### src/rtl/accumulate_main.sv
// -----------------------------------------------------------------------------
// accumulate_main
//
// Iterative accumulator kernel. A start strobe latches a starting index and a
// starting accumulator. The engine then adds every index value from the start
// up to LIMIT (inclusive) into the accumulator, one addition per clock. When
// the loop exits, the 64-bit sum is registered on `result` and `w_enable`
// pulses for exactly one cycle.
//
//   acc = init_acc; for (i = init_i; i <= LIMIT; i++) acc += i; result = acc;
//
// Parameters
//   LIMIT     inclusive upper bound of the loop index (unsigned, < 2^64-1)
//
// Ports
//   clk       in   1   rising-edge clock
//   rst_n     in   1   asynchronous active-low reset
//   r_enable  in   1   start strobe, sampled only while idle
//   init_i    in  64   starting loop index, latched on start
//   init_acc  in  64   starting accumulator value, latched on start
//   w_enable  out  1   done strobe, one cycle per completed run
//   result    out 64   final accumulator, held until the next completion
// -----------------------------------------------------------------------------
module accumulate_main #(
  parameter logic [63:0] LIMIT = 64'd10
) (
  input  logic        clk,
  input  logic        rst_n,
  input  logic        r_enable,
  input  logic [63:0] init_i,
  input  logic [63:0] init_acc,
  output logic        w_enable,
  output logic [63:0] result
);

  typedef enum logic [1:0] {
    IDLE = 2'd0,
    LOOP = 2'd1,
    DONE = 2'd2
  } state_t;

  state_t      state;
  logic [63:0] i;
  logic [63:0] acc;

  // Single-process FSM: state, datapath and outputs are all registered here,
  // so w_enable and result never glitch.
  // NOTE: sequential state uses non-blocking (<=) assignments so every
  // register samples pre-edge values, regardless of statement order.
  // NOTE: every register, datapath included, is reset; a reset mid-run must
  // discard the partial sum so an aborted run can never surface as a result.
  always_ff @(posedge clk or negedge rst_n) begin
    if (!rst_n) begin
      state    <= IDLE;
      i        <= '0;
      acc      <= '0;
      result   <= '0;
      w_enable <= 1'b0;
    end else begin
      case (state)
        IDLE: begin
          // Inputs matter only on this edge; later changes are ignored.
          if (r_enable) begin
            i     <= init_i;
            acc   <= init_acc;
            state <= LOOP;
          end
        end

        LOOP: begin
          // Unsigned compare. Because LIMIT < 2^64-1, i+1 cannot wrap while
          // the loop is still running, so the loop always terminates.
          if (i <= LIMIT) begin
            acc <= acc + i;   // modulo 2^64, no overflow flag
            i   <= i + 64'd1;
          end else begin
            result   <= acc;
            w_enable <= 1'b1;
            state    <= DONE;
          end
        end

        DONE: begin
          // r_enable is not looked at here: no queuing of starts.
          w_enable <= 1'b0;
          state    <= IDLE;
        end

        default: begin
          w_enable <= 1'b0;
          state    <= IDLE;
        end
      endcase
    end
  end

endmodule

### config.mk
export PLATFORM = sky130hd
export DESIGN_NAME = accumulate_main
export DESIGN_NICKNAME = d
export VERILOG_FILES = /design/src/rtl/accumulate_main.sv
export SDC_FILE = /design/constraint.sdc
export NUM_CORES = 1
export LEC_CHECK = 0
export ABC_AREA = 1
export BUFFER_PORTS_ARGS = -buffer_cell sky130_fd_sc_hd__buf_2
export CORE_ASPECT_RATIO = 0.5
export CORE_MARGIN = 2
export CORE_UTILIZATION = 51
export DETAILED_ROUTE_END_ITERATION = 7
export HOLD_SLACK_MARGIN = 0.15
export PLACE_DENSITY = 0.71
export SETUP_SLACK_MARGIN = 0.1
export SYNTH_ARGS = -nofsm -noshare
export SYNTH_HDL_FRONTEND = slang
export SYNTH_SLANG_ARGS = --single-unit
export TNS_END_PERCENT = 50
### constraint.sdc
create_clock -name clk -period 3 [get_ports clk]
set_input_delay 0.9 -clock clk [delete_from_list [all_inputs] [get_ports clk]]
set_output_delay 0.9 -clock clk [all_outputs]
set_load 0.1 [all_outputs]
---- Yosys cells after proc, flatten, opt, wreduce, memory -nomap -nowiden ----
Cells that the tools add are included.
storage, ports and cells
  word-level logic and storage cells ...... 31
  register bits after elaboration ......... 195
  input port bits ......................... 131
cells by class
  add/subtract/negate cells ............... 2
  order comparisons ....................... 1
  mux-type cells .......................... 11
  equality and inequality tests ........... 4
  bitwise logic cells ..................... 2
  reduce and logical (&&, ||, !) cells .... 6
operator list
  cell                                                  number
  two-way mux 64 bit                                    4
  one-hot mux 64 bit (2 select lines)                   2
  adder 64 x 1 -> 64 bit, second input constant         1
  adder 64 bit                                          1
  <= comparator 64 x 4 -> 1 bit, second input constant  1
  inequality test 2 bit, second input constant          3
  AND reduction 2 bit                                   3
  two-way mux 2 bit                                     2
  one-hot mux 2 bit (2 select lines)                    1
  AND reduction 3 bit                                   1
  equality test 2 x 1 -> 1 bit, second input constant   1
  logical NOT 2 bit                                     1
  NOT 1 bit                                             2
  one-hot mux 1 bit (2 select lines)                    1
  nonzero test 2 bit                                    1
  two-way mux 1 bit                                     1

---- Longest topological paths before layout ----
Gate-level depths: netlist of the first run.
  depth after elaboration ................. 3
  mapped depth ............................ 17
  gate-level depth less buffers ........... 17

---- Worst setup path after synthesis of the first run ----
No wires, ideal clock.
  path type ............................... reg-to-reg
  start ................................... reg i[0]
  end ..................................... reg acc[62]
  arrival time ............................ 1.990 ns
  required time ........................... 2.884 ns
  clock period less this slack ............ 2.107 ns
  path buffers ............................ 0
  path slack .............................. 0.893 ns
  cell stages (with the launch flop) ...... 17
  path through ............................ dfrtp_1 -> ha_1 -> fa_1 -> nand3_1 -> nand3_1 -> nand2_1 -> nand2_1 -> nand2_1 -> nand2_1 -> nand2_1 -> nand2_1 -> nand2_1 -> nand2_1 -> nand2_1 -> nand3_1 -> nand2_1 -> nand2_1
on the way
  word-level cells in the longest chain between the ends .. 3
  elaborated cells between the ends (all ways) .. 6
  those cells by class .................... add/sub (1); order compare (1); eq/ne (1); mux (2); reduce/logical (1)
ends and longest elaborated chain
  item                                                                               line    source
  start: declaration                                                                 43      logic [63:0] i;
  start signal: assignment                                                           64      i <= init_i;
  start signal: assignment                                                           75      i <= i + 64'd1;
  adder 64 bit / <= comparator 64 x 4 -> 1 bit (equally long branches)               74, 73
  two-way mux 64 bit / inequality test 2 bit (equally long branches)                 n/a
  one-hot mux 64 bit (2 select lines) / AND reduction 3 bit (equally long branches)  n/a
  end signal: assignment                                                             65      acc <= init_acc;
  end signal: assignment                                                             74      acc <= acc + i;
  end: declaration                                                                   44      logic [63:0] acc;
Several ways; a longest one is shown, not always the timed one. The select of a mux whose other input is x is not followed.
A chain may end at the register's enable or synchronous reset.

---- Final worst setup path of the first run ----
  start ................................... reg i[0]
  end ..................................... reg acc[22]
The elaborated chain is that of the path after synthesis.

==> out/summary.txt, run 1 <==
First-pass GRT wire length: 94800 um
Register Area: 0.00488 sq mm
Antenna Cells: 0
Top Layer Used: met4
Wire length on met1: 28700 um
PwrDens: 1160 mW/mm^2
Area taken by multi-input logic gates: 0.00937 sq mm
Fmax: 352 MHz
Hold Violations, Final: 0
Dominant cell type by area after synthesis: dfrtp_1
Status: finished clean
Share of layout cells above drive strength 1: 0.103
Post-synthesis register bit count: 195
Routed wire length: 62600 um
Hold buffers post-CTS: 0
Syn avg cell area: 5.90 sq um
Final HPWL DP: 50300 um
Met3 WL: 6960 um
Crit-path max FO: 6
Register area share after synthesis: 0.302
Minimum clock period: 2.84 ns
Most frequent cells after synthesis: 1132 x nand2_1, 433 x inv_1, 304 x nor2_1, 195 x dfrtp_1, 157 x nand3_1
I/O pins: 196
Overflow after GRT: 0
Worst hold path class: input port to async pin
Final routed DRC violation total: 0
FFs w/ async S/R, synth: 1.00
Die span in y: 130 um
CTS tree: done
CP Data Required Time: 3.36 ns
Post-route clock period utilization: 0.948
RSZ-0062 raised after global routing: true
Num CTS Buffers: 17
Least-Margin Pin Slew: 1.06 ns
Wire per inst: 18.5 um
Count leader, synth: nand2_1
Vias: 18000
Placer Congestion: 1.04
Worst setup EP type: flop
CP max stage cell: fa_1
Row count: 46
Synth top area share: 0.302
Fillcell total: 3246
Pre-antenna DRT Iters: 6
Static leakage: 10.3 nW
Final setup viols: 0
CTS Root Cell: clkbuf_16
Syn Std Cell Area: 0.0162 sq mm
Cells after Synth: 2739
Via/cell ratio: 5.32
Initial antenna violation count: 0
Worst skew pair latency: 0.47 ns
Setup TNS: 0 ns
EDFF count, synth: 0
Clock skew: 0.0149 ns
Crit-path cells: ha_1 -> fa_1 -> nand3_1 -> nand3_1 -> nand2_1 -> nand2_1 -> nand2_1 -> nand3_1 -> xnor2_1 -> nand2_1 -> o211ai_1 -> nand2_1
Drt initial violations: 2026
Number of max-slew violations in the final report: 0
Nets: 3126
Arr. time, crit path: 3.20 ns
Vias in the first global route: 16300
WHS: 0.274 ns
Critical path class: flop to flop
Buf/Inv on CP: 0
Initial Utilization: 0.514
Port buffer count: 195
Die ar.: 0.0332 sq mm
Synth cell types: 40
Crit start category: flop
Syn_nets: 2936
Largest net degree at the start of global routing: 94
Number of routed nets with antenna violations: 0
CTS sink cnt: 195
Clock tree buffer depth: 2
MaxCap Viol Count: 0
H-tree lvl count: 4
Worst vdd ir: 0.844 mV
Worst-path clk slew: 0.09 ns
Critical path's top delay family: simple AND/OR/NAND/NOR gates
Setup repair bufs after CTS: 0
Core Region: 0.0314 sq mm
Chip width: 256 um
CP dominant cell by count: nand2_1
Yosys warnings: 0
Max_slew headroom: 0.294
Gr usage total: 0.378
Met2 Routed Length: 25200 um
CP max stage delay: 0.47 ns
Area growth syn-to-layout: 13.9%
Post-synth top flop: dfrtp_1
Synth area leaders: dfrtp_1 30%, nand2_1 26%, inv_1 10%, nor2_1 7.1%, ha_1 5.0%
-- power by group --
group	total [mW]	switching [mW]	internal, mW
sequential	4.79	1.16	3.63
clock	2.37	1.27	1.11
combinational	14.2	10.5	3.67
-- worst paths after layout --
kind,from,to,slack [ns],cells past startpoint
min in group clk,result[38],result[38],0.48,2
max in group asynchronous,rst_n,acc[11],2.03,2
setup / recovery,i[0],acc[22],0.16,12
setup reg to reg,i[0],acc[22],0.16,12
hold / removal,rst_n,result[63],0.27,1
hold reg to reg,result[38],result[38],0.48,2
-- flip-flops by register name, summed over array words and instances, names as in the netlist --
| register | cells |
|---|---|
| w_enable | 1 |
| i | 64 |
| acc | 64 |
| state | 2 |
| result | 64 |
-- layout by cell type (no fill, tap or decap), types with 4 or more instances in the layout --
master     netlist  routed
a21oi_1         62      62
a22oi_1         17      17
buf_12           0      11
buf_2           28     194
buf_4            1      29
clkbuf_16        0      17
clkinv_4         0       4
dfrtp_1        195     195
ha_1            65      65
inv_1          433     433
inv_8            0       6
nand2_1       1132    1127
nand2_2          4       7
nand3_1        157     157
nand4_1         41      41
nor2_1         304     304
nor2_2           5       5
nor3_1          53      53
nor4_1          12      12
o211ai_1        18      18
o21ai_0         86      85
o21ai_1          7       7
o22ai_1         11      11
or2_2           13      13
xnor2_1         23      23
xor2_1          11      11
-- logic make-up after synthesis --
family,after synthesis,synth area share
simple gates,1732,0.434
buf+inv,499,0.120
compound gates,212,0.0738
flops,195,0.302
fa+ha+maj,66,0.0516
xor+xnor,34,0.0184
mux,1,0.000620
-- timing repair --
| action | CTS | global route |
|---|---|---|
| setup endpoints to repair | 3 | 13 |
| gates resized for setup | 1 | 4 |
| pin swaps | 0 | 1 |
-- routing by layer --
metal | global-route usage | vias up
li1 | - | 8855
met1 | 0.545 | 8210
met2 | 0.552 | 807
met3 | 0.107 | 92
met4 | 0.108 | 0
met5 | 0 | -
-- metrics by stage --
stage	setup slack [ns]	instances	cell area, sq um	power [mW]	util
floorplan	0.893	2739	16200	14.6	-
global placement	0.0954	3342	17800	18.6	0.567
detailed placement	0.114	3342	17800	18.6	0.567
CTS	0.242	3374	18400	21.0	0.585
global route	0.0670	3374	18400	22.8	0.586
finish	0.155	3374	18400	21.3	0.586
-- final cells by class --
type | instances | share of cell area
Tap cell | 432 | 0.0294
Sequential cell | 195 | 0.265
Multi-Input combinational cell | 2045 | 0.509
Clock inverter | 15 | 0.00754
Timing Repair Buffer | 235 | 0.0773
Inverter | 435 | 0.0887
Clock buffer | 17 | 0.0231
Power figures use the tool's default switching activity.
==> run 2: changes to the inputs <==
--- a/config.mk
+++ b/config.mk
@@ -13,7 +13,7 @@
 export DETAILED_ROUTE_END_ITERATION = 7
 export HOLD_SLACK_MARGIN = 0.15
 export PLACE_DENSITY = 0.71
-export SETUP_SLACK_MARGIN = 0.1
+export SETUP_SLACK_MARGIN = 0.4
 export SYNTH_ARGS = -nofsm -noshare
 export SYNTH_HDL_FRONTEND = slang
 export SYNTH_SLANG_ARGS = --single-unit
==> run 2 against run 1 <==
Core utilization up 0.56 points. Clock skew down 0.0057 ns. Worst setup slack better by 0.27 ns. Hold slack better by 0.0021 ns. Maximum frequency up 10%. Critical endpoint is now acc[45]. Final cell count about the same.
==> out/summary.txt, run 2 (same netlist as run 1, synthesis figures left out) <==
Status: finished clean
Fillcell total: 3238
Via/cell ratio: 5.32
CP Data Required Time: 3.36 ns
CTS sink cnt: 195
Fmax: 388 MHz
CTS tree: done
Post-route clock period utilization: 0.859
CP max stage delay: 0.43 ns
Gr usage total: 0.379
Worst hold path class: input port to async pin
Port buffer count: 195
Crit-path max FO: 4
Antenna Cells: 0
Final routed DRC violation total: 0
MaxCap Viol Count: 0
Clock tree buffer depth: 2
CP max stage cell: dfrtp_1
Row count: 46
Final HPWL DP: 50300 um
Wire per inst: 18.6 um
Drt initial violations: 2122
Critical path class: flop to flop
Crit-path cells: ha_1 -> nand2_1 -> inv_1 -> nand2_1 -> nand2_1 -> nand2_1 -> nand2_1 -> a21oi_1 -> nand2_1 -> buf_12 -> nand2_1 -> nand2_1 -> nand2_1 -> nand3_1 -> nand2_1 -> nand2_1
Largest net degree at the start of global routing: 94
Chip width: 256 um
Worst vdd ir: 0.844 mV
Vias: 18000
First-pass GRT wire length: 94800 um
Least-Margin Pin Slew: 0.829 ns
Critical R2R Capture: acc[45]
R2R Setup Slk: 0.42 ns
Worst-path clk slew: 0.09 ns
Biggest registers after layout: acc: 64 flops, i: 64 flops, result: 64 flops
Initial Utilization: 0.514
Placer Congestion: 1.04
Max_slew headroom: 0.447
Number of max-slew violations in the final report: 0
Arr. time, crit path: 2.94 ns
Nets: 3128
Worst Reg-to-Reg Cells: 16
Area growth syn-to-layout: 15.0%
Worst setup EP type: flop
Reg-to-reg startpoint: i[24]
CP dominant cell by count: nand2_1
Share of layout cells above drive strength 1: 0.117
CTS Root Cell: clkbuf_16
Clock skew: 0.00922 ns
Commonest non-fill, non-tap cell in the layout: nand2_1
Minimum clock period: 2.58 ns
Design Power: 21.5 mW
Static leakage: 10.3 nW
Num CTS Buffers: 17
Setup TNS: 0 ns
Routed wire length: 62700 um
Pre-antenna DRT Iters: 8
Die span in y: 130 um
Commonest cells after routing, fill and taps aside: 1119 x nand2_1, 432 x inv_1, 296 x nor2_1
Crit start category: flop
Hold Violations, Final: 0
DP Area: 0.0178 sq mm
Initial antenna violation count: 0
RSZ-0062 raised after global routing: true
H-tree lvl count: 4
Core Region: 0.0314 sq mm
Worst skew pair latency: 0.47 ns
Number of routed nets with antenna violations: 0
Overflow after GRT: 0
Final Cell Area: 0.0186 sq mm
Die ar.: 0.0332 sq mm
PwrDens: 1160 mW/mm^2
Final setup viols: 0
Vias in the first global route: 16300
I/O pins: 196
-- run 2: changes by cell type in the layout (fill, tap and decap cells not counted), sizes merged --
cell / change
buf: +2
-- run 2: cell type report --
class | instances | area (sq um) | area share
multi-input combinational | 2045 | 9520 | 0.512
sequential | 195 | 4890 | 0.263
inverter | 435 | 1640 | 0.0880
timing repair buffer | 237 | 1440 | 0.0774
tap | 432 | 541 | 0.0291
clock buffer | 17 | 425 | 0.0229
clock inverter | 15 | 139 | 0.00747
-- run 2: worst max path at each step --
stage	slack (ns)	depth (start not counted)	startpoint	to
after detailed placement	0.11	14	i[0]	acc[60]
after global placement	0.1	14	i[0]	acc[60]
final	0.42	16	i[24]	acc[45]
after CTS	0.33	15	i[28]	acc[47]
after global routing	0.30	12	i[9]	acc[50]
after floorplan	0.89	16	i[0]	acc[62]
-- run 2: power breakdown --
group | internal, mW | total, mW | switching, mW
registers | 3.64 | 4.80 | 1.16
logic | 3.76 | 14.4 | 10.6
clock network | 1.11 | 2.37 | 1.26
-- run 2: per-stage QoR --
step	worst slack, ns	hold slack, ns	util	std cells
after CTS	0.334	0.265	0.586	3374
after detailed placement	0.114	0.459	0.567	3342
after global placement	0.0954	0.457	0.567	3342
final	0.424	0.276	0.591	3376
after floorplan	0.893	0.467	-	2739
after global routing	0.300	0.270	0.591	3376
-- run 2: per-layer routing --
layer	routed length, um	vias up	GRT usage
met5	0	-	0
met4	1520	0	0.108
met3	7090	86	0.107
met2	25500	779	0.552
met1	28600	8233	0.546
li1	-	8858	-
-- run 2: worst max-delay path, delay by kind of cell (launching register included) --
kind,cells,cell delay (ns)
flops,1,0.43
fa+ha+maj,1,0.39
buf+inv,2,0.22
simple gates,12,1.22
compound gates,1,0.21
-- run 2: timing repair --
action | CTS | global route
gates resized for setup | 6 | 46
hold buffers | 0 | 0
buffers inserted | 0 | 2
endpoints found under the hold margin | 0 | 0
pin swaps | 0 | 3
endpoints found under the setup margin | 19 | 103
